===== src/rtl/proc_mem_pkg.sv =====
// Shared types and constants for the processor data-memory responder.
package proc_mem_pkg;

  typedef enum logic [1:0] {
    IDLE  = 2'd0,
    ISSUE = 2'd1,
    DONE  = 2'd2
  } state_t;

  localparam logic [15:0] TIMEOUT_DATA    = 16'hDEAD;
  localparam int          DEF_ADDR_W      = 16;
  localparam int          DEF_TIMEOUT_CYC = 255;

endpackage


===== src/rtl/proc_mem_timeout_ctr.sv =====
// Backend wait counter: counts enabled cycles since the last clear and flags
// the cycle on which the wait would reach LIMIT.
module proc_mem_timeout_ctr #(
  parameter int LIMIT = 255
) (
  input  logic clk,
  input  logic clr,
  input  logic clear,
  input  logic en,
  output logic expired
);

  localparam int CW = $clog2(LIMIT + 1);

  logic [CW-1:0] cnt;

  always_ff @(posedge clk) begin
    if (clr || clear) begin
      cnt <= '0;
    end else if (en) begin
      cnt <= cnt + 1'b1;
    end
  end

  // The current waiting cycle is number cnt+1, so it fires on the LIMIT-th one.
  assign expired = en && (cnt == CW'(LIMIT - 1));

endmodule


===== src/rtl/proc_mem_responder.sv =====
// Serialises processor data-memory requests onto a req/ack backend port and
// stalls the core meanwhile. Optional backend timeout: PROC_MEM_TIMEOUT_EN.
module proc_mem_responder
  import proc_mem_pkg::*;
#(
  parameter int ADDR_W      = DEF_ADDR_W,
  parameter int TIMEOUT_CYC = DEF_TIMEOUT_CYC
) (
  input  logic              clk,
  input  logic              clr,
  input  logic              pulse_en,
  input  logic              mem_read_enable,
  input  logic              mem_write_enable,
  input  logic [31:0]       mem_write_addr,
  input  logic [15:0]       mem_write_data,
  output logic [15:0]       mem_read_data,
  output logic              stall,
  output logic              bk_req,
  output logic              bk_we,
  output logic [ADDR_W-1:0] bk_addr,
  output logic [15:0]       bk_wdata,
  input  logic              bk_ack,
  input  logic [15:0]       bk_rdata,
  output logic              bus_err
);

  state_t state, state_nxt;
  logic   served;
  logic   new_req;
  logic   in_range;
  logic   timeout_hit;

  // served blocks a request the core is still holding after it completed.
  assign new_req  = (mem_read_enable | mem_write_enable) & ~served;
  assign in_range = (mem_write_addr >> ADDR_W) == 32'd0;

`ifdef PROC_MEM_TIMEOUT_EN
  proc_mem_timeout_ctr #(
    .LIMIT (TIMEOUT_CYC)
  ) u_timeout (
    .clk     (clk),
    .clr     (clr),
    .clear   (state != ISSUE),
    .en      ((state == ISSUE) && !bk_ack),
    .expired (timeout_hit)
  );
`else
  assign timeout_hit = 1'b0;
`endif

  always_comb begin
    state_nxt = state;
    stall     = 1'b0;
    case (state)
      IDLE: begin
        if (new_req) begin
          stall     = 1'b1;
          state_nxt = in_range ? ISSUE : DONE;
        end
      end
      ISSUE: begin
        stall = 1'b1;
        if (bk_ack || timeout_hit) state_nxt = DONE;
      end
      DONE:    state_nxt = IDLE;
      default: state_nxt = IDLE;
    endcase
  end

  always_ff @(posedge clk) begin
    if (clr) begin
      state         <= IDLE;
      served        <= 1'b0;
      mem_read_data <= '0;
      bk_req        <= 1'b0;
      bk_we         <= 1'b0;
      bk_addr       <= '0;
      bk_wdata      <= '0;
      bus_err       <= 1'b0;
    end else begin
      state <= state_nxt;

      // A core step in DONE consumes the access, so the clear takes priority.
      if (pulse_en && !stall) begin
        served <= 1'b0;
      end else if (state == DONE) begin
        served <= 1'b1;
      end

      case (state)
        IDLE: begin
          if (new_req) begin
            bk_we    <= mem_write_enable;
            bk_addr  <= mem_write_addr[ADDR_W-1:0];
            bk_wdata <= mem_write_data;
            if (in_range) begin
              bk_req <= 1'b1;
            end else begin
              bus_err <= 1'b1;
              if (!mem_write_enable) mem_read_data <= '0;
            end
          end
        end
        ISSUE: begin
          if (bk_ack) begin
            bk_req <= 1'b0;
            if (!bk_we) mem_read_data <= bk_rdata;
          end else if (timeout_hit) begin
            bk_req  <= 1'b0;
            bus_err <= 1'b1;
            if (!bk_we) mem_read_data <= TIMEOUT_DATA;
          end
        end
        default: ;
      endcase
    end
  end

endmodule


===== config.mk =====
export PLATFORM = sky130hd
export DESIGN_NAME = proc_mem_responder
export DESIGN_NICKNAME = d
export VERILOG_FILES = /design/src/rtl/proc_mem_pkg.sv /design/src/rtl/proc_mem_timeout_ctr.sv /design/src/rtl/proc_mem_responder.sv
export SDC_FILE = /design/constraint.sdc
export NUM_CORES = 1
export LEC_CHECK = 0
export ABC_CLOCK_PERIOD_IN_PS = 1800
export BUFFER_PORTS_ARGS = -buffer_cell sky130_fd_sc_hd__buf_2
export CAP_MARGIN = 20
export CORE_MARGIN = 1
export CORE_UTILIZATION = 42
export DETAILED_ROUTE_END_ITERATION = 16
export PLACE_DENSITY = 0.79
export SYNTH_ARGS = -nofsm -noshare
export SYNTH_HDL_FRONTEND = slang
export SYNTH_SLANG_ARGS = --single-unit

===== constraint.sdc =====
create_clock -name clk -period 1.8 [get_ports clk]
set_input_delay 0.36 -clock clk [delete_from_list [all_inputs] [get_ports clk]]
set_output_delay 0.36 -clock clk [all_outputs]
set_load 0.02 [all_outputs]

==> Yosys cells after proc, flatten, opt, wreduce, memory -nomap -nowiden <==
Cells that the tools add are included.
{ "totals": {"input_bits": 70, "ff_bits": 54, "elab_cells": 47, "out_inout_bits": 52} }
{ "op_classes": {"bitwise_logic": 4, "reduce_logical": 11, "n_eq_ne": 8, "mux": 16} }
{ "op_table": {"columns": ["cell", "n"], "rows": [
  ["16-bit two-way mux", 5],
  ["32-bit zero test", 1],
  ["16-bit case mux with 2 select lines", 1],
  ["2-bit != test (second input constant)", 6],
  ["2-bit two-way mux", 3],
  ["6-bit AND reduction", 1],
  ["1-bit two-way mux", 4],
  ["1-bit case mux with 2 select lines", 2],
  ["2-bit case mux with 2 select lines", 1],
  ["2-bit AND reduction", 2],
  ["4-bit AND reduction", 1],
  ["3-bit AND reduction", 1],
  ["2-bit by 1-bit equality test with 1-bit output (second input constant)", 1],
  ["2-bit equality test (second input constant)", 1],
  ["2-bit zero test", 1],
  ["1-bit inverter", 2],
  ["2-bit nonzero test", 1],
  ["2-bit OR reduction", 1],
  ["1-bit AND", 1],
  ["1-bit logical AND", 1],
  ["1-bit zero test", 1],
  ["1-bit bitwise OR", 1]
]} }

==> Depth between registers and ports, before layout <==
{ "depth": {"depth_word": 7, "depth_mapped": 6, "mapped_depth_nobuf": 4} }

==> Least setup slack after synthesis <==
No wires, ideal clock.
{ "synth_path": {"path_type": "register -> register", "start": "register state[0]", "end": "register mem_read_data[10]", "stages_incl_launch_ff": 7, "setup_ns": 0.117, "t_required_ns": 1.683, "slack_ns": 0.187, "arrival_ns": 1.497, "cell_sequence": "dfxtp_1 -> buf_6 -> or4b_4 -> a21oi_4 -> o22ai_4 -> buf_6 -> a22o_1"} }
{ "synth_between": {"elab_chain_cells": 3, "elab_cells_between_ends": 10, "classes_between": "eq/ne: 6; mux: 1; reduce/logical: 3"} }
{ "synth_lines": {"columns": ["item", "line_no", "text"], "rows": [
  ["start, declared", "proc_mem_responder.sv:27", "state_t state, state_nxt;"],
  ["start signal, assigned", "proc_mem_responder.sv:81", "state <= state_nxt;"],
  ["2-bit by 1-bit equality test with 1-bit output or 2-bit zero test (tied branches)", "proc_mem_responder.sv:90", "case (state)"],
  ["2-bit != test (no source line) or 2-bit nonzero test (tied branches)", null, null],
  ["6-bit AND reduction (no source line)", null, null],
  ["end signal, assigned", "proc_mem_responder.sv:107", "if (!bk_we) mem_read_data <= bk_rdata;"],
  ["end, declared", "proc_mem_responder.sv:16", "output logic [15:0] mem_read_data,"]
]} }
Parallel ways exist; a longest one is shown, timed or not.
A chain may end at the register's enable or synchronous reset.

==> Worst setup path after layout <==
{ "layout_path": {"start": "register served", "end": "output stall"} }
{ "layout_between": {"elab_chain_cells": 4} }
{ "layout_lines": {"columns": ["item", "line_no", "text"], "rows": [
  ["start, declared", "proc_mem_responder.sv:28", "logic served;"],
  ["start signal, assigned", "proc_mem_responder.sv:73", "served <= 1'b0;"],
  ["start signal, assigned", "proc_mem_responder.sv:85", "served <= 1'b0;"],
  ["start signal, assigned", "proc_mem_responder.sv:87", "served <= 1'b1;"],
  ["1-bit inverter", "proc_mem_responder.sv:34", "assign new_req = (mem_read_enable | mem_write_enable) & ~served;"],
  ["1-bit AND", "proc_mem_responder.sv:34", null],
  ["1-bit two-way mux", "proc_mem_responder.sv:56", "if (new_req) begin"],
  ["1-bit case mux with 2 select lines", "proc_mem_responder.sv:54", "case (state)"],
  ["end, declared", "proc_mem_responder.sv:17", "output logic stall,"]
]} }
No other way between the ends.

==> key figures <==
Logic synthesis
  • Post-synthesis instance area: 0.00194 mm²
  • Post-synthesis instance total: roughly 220
  • Mapped Avg Cell Area: around 9 µm²
  • YS warnings: 0
  • Net count of the mapped netlist: between 200 and 300
  • Asr flop ratio synth: 0%
  • Sequential area share after synthesis: between 50% and 60%
  • Flop and latch count out of synthesis: 54
  • Number of synthesized flops with an enable pin: 0
  • Dominant register cell in the synthesized netlist: dfxtp_1
  • Cell variety after synth: 27

Layout
  • Count of non-filler cells in the finished layout: approximately 400
  • Antenna fix cells: 0
  • Net count reported at finish: around 400
  • Area Overhead vs Synth: 39.7%
  • Share of post-route cells with drive strength above 1: 42.8%
  • Most frequent cells in the layout: buf_2, nand2_1, dfxtp_1
  • Most common library cell in the layout ignoring fill and taps: buf_2
  • Filler Cells Inserted: 420
  • Final cell area excluding filler cells: between 0.002 and 0.003 mm²

Worst setup path
  • Critical path peak fanout: 4
  • WP data arrival: about 1.3 ns
  • Cell at the slowest stage of the critical path: dfxtp_1
  • Data required time at the worst endpoint: between 1 and 1.5 ns
  • RR Startpoint: served$_SDFFE_PP0N_
  • Sum of buffers and inverters on the critical path: 2
  • Delay of the slowest cell on the worst path: around 0.33 ns
  • Critical Path, Cell by Cell: o21bai_1 > buf_4 > a21oi_1 > buf_2
  • CP Class: flip-flop to primary output
  • Critical path's top delay family: buffers and inverters
  • Nature of the critical path startpoint: flip-flop
  • Crit path from: served$_SDFFE_PP0N_
  • Kind of capture point of the worst setup path: primary output

Drt
  • Overall routed net length: between 4 and 5 mm
  • Via count: between 1500 and 2000
  • Post-route ant nets: 0
  • # DRC: 0
  • Vias per cell: 4.90
  • Pre-antenna DRT Iters: 5
  • Number of DRC markers in iteration 0: 55
  • Final routed wire length divided by cell count: 11.3 µm

Min path
  • Classification of the worst-slack hold path: input pin to flip-flop
  • Hold path start: bk_rdata[12]

Pwr
  • Power share of the combinational group: 18.1%
  • Static leakage: around 1.4 nW
  • Share of total power in the clock network: a little over a quarter
  • Cell internal pwr: roughly 1.7 mW
  • Worst vdd rail ir drop: between 0.4 and 0.5 mV
  • Share of total power in sequential cells: between 50% and 60%
  • Net Sw Frac: 27.6%
  • PwrDens: between 800 and 900 mW/mm²
  • Total net switching power: 0.651 mW
  • Overall Power: 2.36 mW

Place
  • Cell total after placement: 385
  • Post-Place Cell Area: 0.00262 mm²
  • Post-DP HPWL: 3.33 mm
  • Final estimated routing congestion in global placement: a little under 0.8
  • # port buffers: around 120

Floorplanning
  • Vertical die dimension: about 70 µm
  • Cell row count: 24
  • Die Width: ~70 µm
  • Starting utilization of the core area: approximately 44%
  • Total I/O pin count: around 120
  • Die area: approximately 0.005 mm²
  • Core box area: ~0.0044 mm²

Clocking
  • Clock tree sinks: 54
  • Root buffer cell: clkbuf_8
  • CTS tree: yes
  • CTS clock-pin slew for the worst setup and hold paths: 0.09 ns
  • CTS H-Tree Depth: 2
  • Number of post-CTS setup repair buffers: 0
  • CTS Hold Bufs: 0
  • Number of CTS-inserted buffers: 5
  • Maximum number of buffers from clock root to sink: 2
  • Resized Gates After CTS: 0
  • Worst skew pair latency: approximately 0.3 ns

Timing
  • Slew headroom: roughly 70%
  • Worst clock skew: 0.00600 ns
  • Final min period: ~1.7 ns
  • Pins over their slew limit: 0
  • Highest attainable clock frequency: about 0.6 GHz
  • Worst slew pin tran: ~0.45 ns
  • RSZ-0062 raised after global routing: false
  • Final hold viol count: 0
  • Total of endpoints with negative setup slack in the final report: 0
  • Setup TNS: 0 ns
  • Post-route clock period utilization: between 90% and 100%

GRT
  • Total congestion overflow after global routing: 0
  • Total track usage: between 10% and 20%
  • First-pass GRT wire length: 7.58 mm
  • Vias in the first global route: between 1500 and 2000
  • Pin count of the biggest net entering global routing: 24
  • Antenna violations before repair: 0

Job
  • Number of max-cap violations: 0

Run status
  • Result of the run: finished clean
[synthesized netlist by cell type, types with 2 or more instances]
cell       n  share of area, %
nor4_1     4               1.3
o21ai_0    2              0.52
dfxtp_1   54                56
a21oi_1   35               9.0
nand2_1   68                13
clkbuf_1   9               1.7
a22o_1    16               7.2
buf_2      4               1.0
buf_6      2               1.2
nor2_1     5              0.97
[power groups by stage]
stage / logic (mW) / registers [mW] / clock network, mW
after floorplan: 0.170 / 1.39 / 0
after global placement: 0.426 / 1.32 / 0
after detailed placement: 0.431 / 1.32 / 0
after CTS: 0.432 / 1.29 / 0.666
after global routing: 0.471 / 1.30 / 0.709
final: 0.426 / 1.29 / 0.641
[per-stage QoR]
step                      setup slack, ns  hold WS (ns)  util, %
after global routing               0.0534         0.264     61.8
final                               0.137         0.271     61.8
after detailed placement           0.0524         0.446     59.8
after global placement              0.102         0.438     59.8
after CTS                           0.115         0.264     61.8
after floorplan                     0.187         0.485        -
[routing by layer]
metal / share of wire [%] / global-route usage (%)
met1: 43 / 22.7
met2: 47 / 31.7
met3: 8.5 / 5.63
met5: 0 / 0
met4: 1.7 / 7.11
[sequential cells by signal, indices dropped and copies added, names as in the netlist]
register / flops
bus_err: 1
bk_we: 1
bk_req: 1
served: 1
mem_read_data: 16
state: 2
bk_wdata: 16
bk_addr: 16
[worst paths after layout]
kind / to / slack, ns / depth (start not counted)
worst max-delay path: stall / 0.14 / 4
worst min-delay path: mem_read_data[12]$_SDFFE_PP0P_ / 0.27 / 2
worst max register to register: mem_read_data[3]$_SDFFE_PP0P_ / 0.23 / 4
worst min register to register: bk_wdata[8]$_SDFFE_PP0P_ / 0.46 / 2
[worst reg2reg max path: cells and delay by family (launching register included)]
kind             cells  cell delay [ns]
AO/OA/AOI/OAI        3             0.60
AND/OR/NAND/NOR      1             0.54
flip-flops           1             0.33
[logic make-up after synthesis]
logic type	count (synthesis)	share of synthesized area [%]
flops	54	55.7
compound gates	60	20.6
simple gates	86	19.5
buf+inv	16	4.13
[area by class of cell]
cell class                      instances  area [µm²]  share of cell area [%]
Tap cell                               52        65.1                    2.40
Multi-Input combinational cell        146         786                    29.0
Inverter                                1        3.75                   0.139
Clock buffer                            6        72.6                    2.68
Clock inverter                          2        13.8                   0.508
Sequential cell                        54        1080                    39.9
Timing Repair Buffer                  132         688                    25.4
(Power assumes the default switching activity.)
